**config.mk**
```make
export PLATFORM = sky130hd
export DESIGN_NAME = wb_cdb_arbiter
export DESIGN_NICKNAME = d
export VERILOG_FILES = /design/src/rtl/wb_cdb_arbiter.sv
export SDC_FILE = /design/constraint.sdc
export NUM_CORES = 1
export LEC_CHECK = 0
export CAP_MARGIN = 15
export CORE_UTILIZATION = 31
export CTS_BUF_LIST = sky130_fd_sc_hd__clkbuf_8
export DETAILED_ROUTE_END_ITERATION = 10
export GPL_TIMING_DRIVEN = 0
export PLACE_DENSITY = 0.62
export SLEW_MARGIN = 40
export SYNTH_ARGS = -nofsm -noshare
export SYNTH_HDL_FRONTEND = slang
export SYNTH_SLANG_ARGS = --single-unit
```
**constraint.sdc**
```tcl
create_clock -name clk -period 6.8 [get_ports clk]
set_input_delay 2.04 -clock clk [delete_from_list [all_inputs] [get_ports clk]]
set_output_delay 2.04 -clock clk [all_outputs]
set_load 0.005 [all_outputs]
```
**src/rtl/wb_cdb_arbiter.sv**
```systemverilog
// wb_cdb_arbiter: round-robin share of the CDB among ALU, LSU and BRU completions.
// Optional conflict counters enabled by defining WB_ARB_PERF_EN.
module wb_cdb_arbiter #(
  parameter int XLEN   = 32,
  parameter int ROB_W  = 5,
  parameter int PREG_W = 6,
  parameter int WB_W   = 1 + ROB_W + PREG_W + XLEN + 1
) (
  input  logic            clk,
  input  logic            rst,
  input  logic            flush_i,
  input  logic [WB_W-1:0] alu_pkt_i,
  output logic            alu_ready_o,
  input  logic [WB_W-1:0] lsu_pkt_i,
  output logic            lsu_ready_o,
  input  logic [WB_W-1:0] bru_pkt_i,
  output logic            bru_ready_o,
  output logic [WB_W-1:0] cdb_pkt_o,
  output logic [2:0]      grant_o,
  output logic [95:0]     perf_conflict_o
);

  localparam int NSRC = 3;
  localparam int VBIT = 1 + XLEN + PREG_W + ROB_W;

  logic [WB_W-1:0] pkt_in [NSRC];
  logic [WB_W-1:0] buf_q  [NSRC];
  logic [WB_W-1:0] buf_d  [NSRC];

  logic [NSRC-1:0] buf_v;
  logic [NSRC-1:0] gnt;
  logic [NSRC-1:0] rdy;
  logic [NSRC-1:0] acc;

  logic [1:0] rr_ptr_q, rr_ptr_d;
  logic [1:0] ord0, ord1, ord2;
  logic [1:0] gnt_idx;
  logic       gnt_any;

  logic [WB_W-1:0] cdb_q, cdb_d;
  logic [2:0]      grant_q, grant_d;
  logic [WB_W-1:0] gnt_pkt;

  function automatic logic [1:0] nxt(input logic [1:0] p);
    return (p >= 2'd2) ? 2'd0 : p + 2'd1;
  endfunction

  assign pkt_in[0] = alu_pkt_i;
  assign pkt_in[1] = lsu_pkt_i;
  assign pkt_in[2] = bru_pkt_i;

  // Buffer occupancy taken from each entry's valid bit.
  always_comb begin
    for (int i = 0; i < NSRC; i++) begin
      buf_v[i] = buf_q[i][VBIT];
    end
  end

  // Rotating priority search starting at rr_ptr.
  always_comb begin
    ord0    = (rr_ptr_q > 2'd2) ? 2'd0 : rr_ptr_q;
    ord1    = nxt(ord0);
    ord2    = nxt(ord1);
    gnt_idx = 2'd0;
    gnt_any = 1'b0;
    if (buf_v[ord0]) begin
      gnt_idx = ord0;
      gnt_any = 1'b1;
    end else if (buf_v[ord1]) begin
      gnt_idx = ord1;
      gnt_any = 1'b1;
    end else if (buf_v[ord2]) begin
      gnt_idx = ord2;
      gnt_any = 1'b1;
    end
    gnt = gnt_any ? (3'b001 << gnt_idx) : 3'b000;
  end

  // Ready depends only on state, grant, flush and reset.
  always_comb begin
    for (int i = 0; i < NSRC; i++) begin
      rdy[i] = !rst && !flush_i && (!buf_v[i] || gnt[i]);
      acc[i] = pkt_in[i][VBIT] && rdy[i];
    end
  end

  assign alu_ready_o = rdy[0];
  assign lsu_ready_o = rdy[1];
  assign bru_ready_o = rdy[2];

  // Holding buffers: flush clears, refill beats the grant clear.
  always_comb begin
    for (int i = 0; i < NSRC; i++) begin
      buf_d[i] = buf_q[i];
      if (flush_i) begin
        buf_d[i] = '0;
      end else if (acc[i]) begin
        buf_d[i] = pkt_in[i];
      end else if (gnt[i]) begin
        buf_d[i] = '0;
      end
    end
  end

  // Select the granted entry.
  always_comb begin
    gnt_pkt = '0;
    unique case (1'b1)
      gnt[0]:  gnt_pkt = buf_q[0];
      gnt[1]:  gnt_pkt = buf_q[1];
      gnt[2]:  gnt_pkt = buf_q[2];
      default: gnt_pkt = '0;
    endcase
  end

  // Next CDB register contents and round-robin pointer.
  always_comb begin
    cdb_d    = '0;
    grant_d  = '0;
    rr_ptr_d = rr_ptr_q;
    if (!flush_i && gnt_any) begin
      cdb_d       = gnt_pkt;
      cdb_d[VBIT] = 1'b1;
      grant_d     = gnt;
      rr_ptr_d    = nxt(gnt_idx);
    end
  end

  // Buffer, pointer and CDB output registers.
  always_ff @(posedge clk or posedge rst) begin
    if (rst) begin
      for (int i = 0; i < NSRC; i++) begin
        buf_q[i] <= '0;
      end
      rr_ptr_q <= 2'd0;
      cdb_q    <= '0;
      grant_q  <= '0;
    end else begin
      for (int i = 0; i < NSRC; i++) begin
        buf_q[i] <= buf_d[i];
      end
      rr_ptr_q <= rr_ptr_d;
      cdb_q    <= cdb_d;
      grant_q  <= grant_d;
    end
  end

  assign cdb_pkt_o = cdb_q;
  assign grant_o   = grant_q;

`ifdef WB_ARB_PERF_EN
  logic [31:0] perf_q [NSRC];
  logic [31:0] perf_d [NSRC];

  // Count cycles a buffered packet loses arbitration, saturating.
  always_comb begin
    for (int i = 0; i < NSRC; i++) begin
      perf_d[i] = perf_q[i];
      if (buf_v[i] && !gnt[i] && (perf_q[i] != 32'hFFFF_FFFF)) begin
        perf_d[i] = perf_q[i] + 32'd1;
      end
    end
  end

  // Conflict counters, cleared only by reset.
  always_ff @(posedge clk or posedge rst) begin
    if (rst) begin
      for (int i = 0; i < NSRC; i++) begin
        perf_q[i] <= '0;
      end
    end else begin
      for (int i = 0; i < NSRC; i++) begin
        perf_q[i] <= perf_d[i];
      end
    end
  end

  assign perf_conflict_o = {perf_q[2], perf_q[1], perf_q[0]};
`else
  assign perf_conflict_o = '0;
`endif

endmodule

```
==> reports/metrics.cfg, run 1 <==
[timing]
min_period_ns=5.66
setup_viol=0
tightest_slew_ns=0.781
post-route-period-util=0.832
relSlewSlack=0.480
timing.fmax_mhz=177
rsz0062_at_grt=false
hold_viol_final=0
setup_tns_ns=0
drv_slew=0
fin_skew_ns=0.0132

[worst_hold_path]
min_from=buf_q[99]
hold_class=flop to flop

[synthesis]
synthFlopType=dfrtp_1
synth_area_mm2=0.00814
synth_cells=639
yosysUniqueCellTypes=54
synth_compound_area_frac=0.231
ys_seq_area_frac=0.569
synthMuxAreaShare=0.00569
yosys.area_share.simple=0.0570
synth-adder-area-share=0.00615
synth-edff-count=0
yosysWarnings=0
syn_avg_cell_area_um2=12.7
synthXorXnorAreaFrac=0
async_reset_ff_frac=1.00
synth_top_family_by_area=compound AO/OA/AOI/OAI gates
ys_ff_latch=185

[grt]
grt_use_total=0.180
grt_pass1_wl_um=35900
grt_max_degree=27
grt_pass1_vias=6187
grt-ovfl-total=0
antenna_found_initial=1

[finish]
area_growth_pct=40.0
fin_nets=1092
fin_area_mm2=0.0114
fin_cells=1293
drive_gt1_frac=0.209
final_common_cell=clkdlybuf4s50_1
layout_common_cells=clkdlybuf4s50_1, dfrtp_1, a22o_1, buf_4, conb_1

[cts]
clock-sinks=185
tritoncts=built
clkTransAtPathRegs_ns=0.10
postCtsSetupBuffers=0
h-tree-depth=4
numCtsBuffers=17
clockBufferDepth=2
cts_resized=0
hold_buffers=0
clock_latency_ns=0.46
clock-root-buffer=clkbuf_8

[route]
vias=6145
drc=0
drtPass1Iterations=6
dr.first_iter.drc_count=610
ant_nets=0
routed_wl_um=24100
drt-wirelength-per-cell_um=18.6
via_per_inst=4.75

[die]
die_x_um=164
core_area_mm2=0.0255
die_h_um=164
dieArea_mm2=0.0269
floorplan.initialDensity=0.320
core.rowCount=58
io_pins=285

[setup_path]
slowest_stage=clkdlybuf4s50_1
crit_start=rst
crit_path_start_kind=input pin
cp.required_ns=4.76
critical_path.endpoint_type=output port
regToRegStartpoint=rr_ptr_q[0]
crit_chain=clkdlybuf4s50_1 > or2_2 > a31oi_1 > clkdlybuf4s50_1
crit_path_frequent_cell=clkdlybuf4s50_1
path_max_fanout=4
slowest_delay_ns=0.53
cp.arrival_ns=3.62
worstSetupPathType=input pin to output port

[place]
dp.cells=1261
gp_congestion=0.804
placed_cell_area_mm2=0.0110
dp_hpwl_um=17000
port_buffers=188

[pwr]
combPwrFrac=0.327
ir_drop_mv=0.110
switching_power_uw=1050
p_leak_uw=0.00536
clock_power_share=0.255
p_sw_frac=0.359
seq_power_share=0.418
internal_power_uw=1880
pwr_density_cell_mw_per_mm2=258

[run_status]
outcome=finished clean

[run]
cap_viol_max_count=0

synthesized netlist by cell type (2+ instances only):
cell	n	share of area
dfrtp_1	185	0.57
a22o_1	129	0.14
buf_4	102	0.094
nor2_1	54	0.025
a222oi_1	44	0.054
buf_2	19	0.012
buf_6	12	0.017
clkbuf_1	12	0.0055
nand2_1	12	0.0055
a21oi_1	6	0.0037
inv_1	6	0.0028
a22o_2	4	0.0049
ha_1	4	0.0061
nand2b_1	4	0.0031
or2_2	3	0.0023
a31oi_1	2	0.0015
and2_1	2	0.0015
nand3b_1	2	0.0018
nor3_4	2	0.0040
critical path, delay by kind of cell:
family                 cells  cell delay (ns)
AOI/OAI and AO/OA          1             0.20
buffers and inverters      2             1.02
and+or+nand+nor            1             0.36
routing by layer:
metal / wire length (um) / vias up / track usage
met5: 0 / - / 0
met4: 233 / 0 / 0.0467
met3: 1810 / 19 / 0.0447
met2: 11400 / 277 / 0.288
met1: 10600 / 3012 / 0.242
li1: - / 2837 / -
per-stage QoR:
| step | power, uW | util | hold WS (ns) | setup slack [ns] |
|---|---|---|---|---|
| 6_report | 2940 | 0.447 | 0.509 | 1.14 |
| 2_1_floorplan | 1840 | - | 0.465 | 1.11 |
| 3_3_place_gp | 2190 | 0.424 | 0.483 | -1.27 |
| 4_1_cts | 2970 | 0.447 | 0.512 | 1.15 |
| 3_5_place_dp | 2210 | 0.432 | 0.486 | 1.16 |
| 5_1_grt | 3100 | 0.447 | 0.517 | 1.10 |
registers in the layout, summed over array words and instances (netlist names):
signal and count:
buf_q 135, rr_ptr_q 2, grant_o 3, cdb_pkt_o 45
area by class of cell:
| type | count | area (um^2) |
|---|---|---|
| fill | 2389 | 14100 |
| sequential | 185 | 4630 |
| multi-input combinational | 397 | 2800 |
| timing repair buffer | 197 | 2090 |
| buffer | 146 | 1050 |
| tap | 330 | 413 |
| clock buffer | 17 | 234 |
| clock inverter | 14 | 155 |
| inverter | 6 | 26.3 |
| antenna | 1 | 2.50 |
power groups by stage:
stage,logic [uW],clock network (uW),registers [uW]
after detailed placement,965,0,1250
final,962,749,1230
after floorplan,601,0,1240
after CTS,968,773,1230
after global routing,1050,813,1240
after global placement,943,0,1250
worst paths after layout:
path / endpoint / slack [ns] / cells after the start
setup / recovery: lsu_ready_o / 1.14 / 4
setup reg to reg: cdb_pkt_o[40] / 3.66 / 8
max in group asynchronous: buf_q[12] / 4.00 / 6
min in group asynchronous: grant_o[2] / 1.92 / 2
hold reg to reg: buf_q[99] / 0.51 / 1
hold / removal: buf_q[99] / 0.51 / 1
cells by family after synthesis:
group                    count (synthesis)
AO/OA/AOI/OAI                          204
adder cells (fa/ha/maj)                  4
buffers and inverters                  152
flip-flops                             185
multiplexers                             3
other                                    1
AND/OR/NAND/NOR                         90
Note: power is estimated with default switching activity, not from simulation.
==> inputs of run 2 (changes only) <==
--- a/config.mk
+++ b/config.mk
@@ -10,7 +10,7 @@
 export CTS_BUF_LIST = sky130_fd_sc_hd__clkbuf_8
 export DETAILED_ROUTE_END_ITERATION = 10
 export GPL_TIMING_DRIVEN = 0
-export PLACE_DENSITY = 0.62
+export PLACE_DENSITY = 0.6
 export SLEW_MARGIN = 40
 export SYNTH_ARGS = -nofsm -noshare
 export SYNTH_HDL_FRONTEND = slang
==> constraint.sdc (replaced) <==
create_clock -name clk -period 5.6 [get_ports clk]
set_input_delay 1.68 -clock clk [delete_from_list [all_inputs] [get_ports clk]]
set_output_delay 1.68 -clock clk [all_outputs]
set_load 0.005 [all_outputs]
==> reports/metrics.cfg, run 2 (synthesis results as in run 1) <==
[finish]
layout_common_cells=clkdlybuf4s50_1, dfrtp_1, a22o_1, buf_4, conb_1  ; unchanged
largest_reg_flops=135  ; unchanged
largest_register=buf_q  ; unchanged
drive_gt1_frac=0.209  ; unchanged
fin_area_mm2=0.0114  ; about the same
fin_nets=1091  ; was 1,092
area_growth_pct=39.7  ; was 40.0%
fillers=2407  ; was 2,389
final_common_cell=clkdlybuf4s50_1  ; unchanged

[worst_hold_path]
hold_class=flop to flop  ; unchanged

[pwr]
p_leak_uw=0.00536  ; about the same
pwr_density_cell_mw_per_mm2=313  ; was 258 mW/mm^2
ir_drop_mv=0.164  ; was 0.110 mV
combPwrFrac=0.329  ; was 0.327
internal_power_uw=2250  ; was 1880 uW
p_sw_frac=0.369  ; was 0.359
total_power_uw=3570  ; was 2940 uW
clock_power_share=0.253  ; was 0.255
switching_power_uw=1310  ; was 1050 uW
seq_power_share=0.418  ; about the same

[timing]
setup_slack_ns=0.668  ; was 1.14 ns
setup_viol=0  ; unchanged
tightest_slew_ns=0.853  ; was 0.781 ns
timing.fmax_mhz=203
min_period_ns=4.93
hold_slack_ns=0.512  ; was 0.509 ns
rsz0062_at_grt=false  ; unchanged
drv_slew=0  ; unchanged
relSlewSlack=0.431  ; was 0.480
hold_viol_final=0  ; unchanged
post-route-period-util=0.881
fin_skew_ns=0.0193  ; was 0.0132 ns

[cts]
clock-sinks=185  ; unchanged
hold_buffers=0  ; unchanged
clock-root-buffer=clkbuf_8  ; unchanged
postCtsSetupBuffers=0  ; unchanged
h-tree-depth=4  ; unchanged
cts_resized=0  ; unchanged
clock_latency_ns=0.47  ; was 0.46 ns
clockBufferDepth=2  ; unchanged
clkTransAtPathRegs_ns=0.11  ; was 0.10 ns
tritoncts=built  ; unchanged
numCtsBuffers=17  ; unchanged

[route]
via_per_inst=4.82  ; was 4.75
vias=6241  ; was 6,145
drc=0  ; unchanged
dr.first_iter.drc_count=417  ; was 610
routed_wl_um=24600  ; was 24,100 um
ant_nets=0  ; unchanged
drtPass1Iterations=8  ; was 6
drt-wirelength-per-cell_um=19.0  ; was 18.6 um

[place]
gp_congestion=0.810  ; was 0.804
dp_hpwl_um=17100  ; was 17,000 um
placed_cell_area_mm2=0.0110  ; about the same
place_ws_ns=0.709  ; was 1.16 ns
port_buffers=188  ; unchanged

[die]
io_pins=285  ; unchanged
dieArea_mm2=0.0269  ; unchanged
die_x_um=164  ; unchanged
die_h_um=164  ; unchanged
floorplan.initialDensity=0.320  ; unchanged
core.rowCount=58  ; unchanged
core_area_mm2=0.0255  ; unchanged

[setup_path]
cp.required_ns=3.92  ; was 4.76 ns
critical_path.endpoint_type=output port  ; unchanged
crit_path_start_kind=flop  ; was input pin
path_max_fanout=10  ; was 4
worst-path-buf-inv=3  ; was 2
worstSetupPathType=flop to output port  ; was input pin to output port
slowest_delay_ns=0.50  ; was 0.53 ns
path_delay_family=buffers and inverters  ; unchanged
slowest_stage=clkdlybuf4s50_1  ; unchanged
crit_chain=inv_1 > ha_1 > or3b_1 > o221a_2 > o32ai_2 > buf_6 > or2_2 > and2_1 > clkdlybuf4s50_1  ; was clkdlybuf4s50_1 > or2_2 > a31oi_1 > clkdlybuf4s50_1
cp.arrival_ns=3.25  ; was 3.62 ns

[grt]
grt-ovfl-total=0  ; unchanged
antenna_found_initial=1  ; unchanged
grt_use_total=0.185  ; was 0.180
grt_pass1_vias=6281  ; was 6,187
grt_pass1_wl_um=36800  ; was 35,900 um
grt_max_degree=26  ; was 27

[run_status]
outcome=finished clean  ; unchanged

[run]
cap_viol_max_count=0  ; unchanged

-- run 2: final timing paths --
kind                             startpoint       endpoint  slack (ns)  depth (start not counted)
worst max-delay path            rr_ptr_q[0]    alu_ready_o        0.67                          9
worst min-delay path             buf_q[100]     buf_q[100]        0.51                          1
worst max register to register  rr_ptr_q[0]  cdb_pkt_o[39]        2.42                          8
worst min register to register   buf_q[100]     buf_q[100]        0.51                          1
max in group asynchronous               rst  cdb_pkt_o[24]        3.12                          5
min in group asynchronous               rst     grant_o[2]        1.66                          2
-- run 2: through the flow --
step	util	setup TNS [ns]	std cells
CTS	0.446	0	1292
finish	0.447	0	1294
global route	0.446	0	1292
floorplan	-	0	734
detailed placement	0.431	0	1260
global placement	0.424	-197.27	1252
-- run 2: per-layer routing --
metal | vias to the layer above | share of wire | GRT usage
met4 | 0 | 0.0094 | 0.0442
met2 | 281 | 0.48 | 0.302
met5 | - | 0 | 0
li1 | 2842 | - | -
met1 | 3103 | 0.43 | 0.244
met3 | 15 | 0.073 | 0.0467
-- run 2: final cells by class --
cell class	instances	area [um^2]	share of cell area
flip-flops and latches	185	4630	0.407
multi-input cells	397	2800	0.246
repair buffers	196	2070	0.182
inverters	6	26.3	0.00231
diodes	2	5.00	0.000440
plain buffers	146	1050	0.0919
clock inverters	15	151	0.0133
clock buffers	17	234	0.0206
well taps	330	413	0.0363
-- run 2: power groups by stage --
stage          Combinational, uW  Clock (uW)  Sequential [uW]
3_5_place_dp                1180           0             1520
4_1_cts                     1190         927             1490
6_report                    1170         901             1490
3_3_place_gp                1160           0             1510
5_1_grt                     1270         983             1500
2_1_floorplan                730           0             1500
==> variant 1: new RTL, flow settings as in run 1 <==
The option `WB_ARB_PERF_EN` is turned on by a define.
--- a/src/rtl/wb_cdb_arbiter.sv
+++ b/src/rtl/wb_cdb_arbiter.sv
@@ -1,5 +1,7 @@
 // wb_cdb_arbiter: round-robin share of the CDB among ALU, LSU and BRU completions.
 // Optional conflict counters enabled by defining WB_ARB_PERF_EN.
+`define WB_ARB_PERF_EN
+
 module wb_cdb_arbiter #(
   parameter int XLEN   = 32,
   parameter int ROB_W  = 5,
Check against the original RTL: not equivalent (a bounded check fails within 4 cycles, from zero or initial values and one cycle with rst high).
==> variant 1 against run 1 <==
- register-to-register slack lost 160 ps
- synthesized area grew 58%
- cell area grew 56%
- wire length grew 67%
- clock skew grew 6.8 ps
- setup slack lost 340 ps
- power grew 70%
- sequential cell count grew 96
- critical path depth is the same
- largest cell class unchanged
==> variant 1: results <==
[status]
status = finished, final reports clean

[grt]
grt_pass1_vias = 10800
grt.met3_usage = 0.03912
gr-usage-met1 = 0.2573

[synth]
synthCells = 1136
yosys.area_share.xor_xnor = 0.06351
synthAdderAreaFrac = 0.006829
synthMuxAreaShare = 0.005171

[power_and_ir_drop]
vdd_drop_max_uv = 124.5
leakagePower_uw = 0.007783

[final_layout]
inverters_excl_clock = 98
clk_share = 0.06146
nMultiInputCombCells = 678
fillers = 3856
bufAreaShareNonClock = 0.2065

[routing]
vias_per_cell = 5.074
vias = 10440
first_iter_violations = 556
dr.pass1.iters = 5

[placed_design]
place_inst = 1967
pre_cts_ws_ps = 806.2
dpl_cell_area_sq_um = 16730
io_buffers = 284

[clock_network]
clockBufferDepth = 3
cts_buffers = 50

[critical_path]
rrSetupSlack_ps = 3500
path_max_fanout = 10
rr_endpoint = buf_q[46]
timing.rr.start = rr_ptr_q[1]

[timing]
fin_skew_ps = 19.98
[variant 1: cell types whose count changed after synthesis, moves of 34 or more]
cell	run 1	this run
a222oi_1	44	0
a22oi_1	0	44
buf_4	102	6
dfrtp_1	185	281
inv_1	6	98
nand3_1	0	40
o32ai_1	0	44
xnor2_1	0	34
xor2_1	0	59
[variant 1: routing by layer]
metal,part of all wire,vias up
met5,0,-
met4,0.030,0
met3,0.058,72
met2,0.47,313
met1,0.45,5190
li1,-,4862
[variant 1: cell families (layout without fill, tap and decap cells)]
family                     count (synthesis)  in the layout
buffers and inverters                    177            563
and+or+nand+nor                          320            320
other                                      0              3
AOI/OAI and AO/OA                        253            253
muxes                                      5              5
xor gates and xnor gates                  93             93
DFF                                      281            281
adders and majority gates                  7              7
[variant 1: stage by stage]
stage / total power [uW] / hold WS (ps)
2_1_floorplan: 2709 / 472.9
4_1_cts: 5075 / 487.0
3_5_place_dp: 3317 / 479.8
5_1_grt: 5270 / 509.7
6_report: 4988 / 489.3
3_3_place_gp: 3278 / 474.1
[variant 1: where the power goes]
part	switching [uW]	internal, uW	total (uW)
Sequential	109	1800	1910
Combinational	850	522	1370
Clock	715	992	1710
Total	1670	3310	4990
[variant 1: worst max path at each step]
| stage | to | slack [ps] | cells past startpoint |
|---|---|---|---|
| 3_3_place_gp | buf_q[7] | -3780 | 7 |
| 4_1_cts | bru_ready_o | 800 | 4 |
| 6_report | bru_ready_o | 800 | 4 |
| 3_5_place_dp | bru_ready_o | 810 | 4 |
| 2_1_floorplan | buf_q[20] | -330 | 6 |
| 5_1_grt | bru_ready_o | 710 | 4 |
[variant 1: worst max-delay path, delay by kind of cell]
family,cells,cell delay (ps)
buffers and inverters,3,1720
and+or+nand+nor,1,180
==> variant 2: new RTL, settings of run 1 <==
Without the edit above. Change the parameter `PREG_W` from 6 to 3.
--- a/src/rtl/wb_cdb_arbiter.sv
+++ b/src/rtl/wb_cdb_arbiter.sv
@@ -3,7 +3,7 @@
 module wb_cdb_arbiter #(
   parameter int XLEN   = 32,
   parameter int ROB_W  = 5,
-  parameter int PREG_W = 6,
+  parameter int PREG_W = 3,
   parameter int WB_W   = 1 + ROB_W + PREG_W + XLEN + 1
 ) (
   input  logic            clk,
Ports: changed (resized alu_pkt_i, bru_pkt_i, cdb_pkt_o and lsu_pkt_i); port bits go from 285 to 273. The function was not compared with the original's and may differ.
==> variant 2 against run 1 <==
- synthesized area down 7.8%
- wire length down 8.3%
- sequential cell count down 12
- fmax down 2.9%
- setup slack worse by 170 ps
- cell area down 8.1%
- core utilization down 0.40 points
- power down 8.7%
==> variant 2: results <==
[status]
status = finished, final reports clean

[final_layout]
fillers = 2265
largest_register_ffs = 126
drive_gt1_frac = 0.1807
nets = 1035
n_antenna_cell = 0
finalNonFillerCells = 1232

[timing]
fin_skew_ps = 22.38
holdWs_ps = 505.5
worst_slew_pin_slew_ps = 755.0

[clock_network]
path_clk_slew_ps = 80

[power_and_ir_drop]
leakagePower_uw = 0.004972
vdd_drop_max_uv = 98.98

[routing]
vias_per_cell = 4.693
wl_um = 22080
dr.pass1.iters = 8
first_iter_violations = 368

[critical_path]
critPathMaxStageDelay_ps = 600
critPathArrivalTime_ps = 3790
rrSetupSlack_ps = 3710

[worst_hold_path]
hold_end = buf_q[84]
min_from = buf_q[84]

[synth]
synth.area.top_cells = dfrtp_1, a22o_1, buf_4
ys_seq_area_frac = 0.5767
synthCells = 610
ys_top_cells_by_count = dfrtp_1, a22o_1, buf_4
async_flop_share = 1.000
ys_types = 46

[grt]
gr-usage-all-layers = 0.1812
antenna_found_initial = 0
grt_first_pass_wirelength_um = 33060
grt_start_max_net_pins = 72

[placed_design]
globalplace.congestion = 0.8385
io_buffers = 176
pre_cts_ws_ps = 963.2
hpwl_um = 15070
dpl_cell_area_sq_um = 10090
variant 2: cell count changes after synthesis, sizes merged:
cell | run 1 | this run
nor2b | 1 | 2
clkbuf | 13 | 22
and2b | 1 | 0
a22o | 133 | 124
buf | 133 | 122
nor2 | 54 | 51
a222oi | 44 | 41
dfrtp | 185 | 173
variant 2: layout make-up:
| class | count | area, sq um | area share |
|---|---|---|---|
| sequential | 173 | 4329 | 0.4134 |
| buffer | 144 | 943.4 | 0.09008 |
| inverter | 6 | 30.03 | 0.002867 |
| clock buffer | 20 | 275.3 | 0.02628 |
| clock inverter | 10 | 105.1 | 0.01004 |
| tap | 319 | 399.1 | 0.03811 |
| multi-input combinational | 382 | 2574 | 0.2458 |
| timing repair buffer | 178 | 1817 | 0.1735 |
variant 2: cells by family (layout without fill, tap and decap cells):
group	after synthesis	after routing	share of synthesized area
AO/OA/AOI/OAI	192	192	0.2288
flip-flops	173	173	0.5767
buffers and inverters	150	358	0.1287
AND/OR/NAND/NOR	87	87	0.05417
adder cells (fa/ha/maj)	4	4	0.006667
multiplexers	3	3	0.004500
other	1	96	0.0004995
variant 2: routing by layer:
metal | vias up | track usage | routed length (um)
met2 | 273 | 0.2971 | 10380
met4 | 0 | 0.04022 | 148
met5 | - | 0 | 0
met3 | 7 | 0.04243 | 1805
li1 | 2666 | - | -
met1 | 2836 | 0.2426 | 9741
variant 2: power breakdown:
part | total, uW | switching (uW) | internal [uW]
clock network | 707 | 386 | 322
registers | 1150 | 45.2 | 1100
logic | 825 | 502 | 323
variant 2: worst max-delay path, delay by kind of cell:
family	cells	cell delay, ps
compound gates	1	200
buf+inv	2	1160
simple gates	1	380
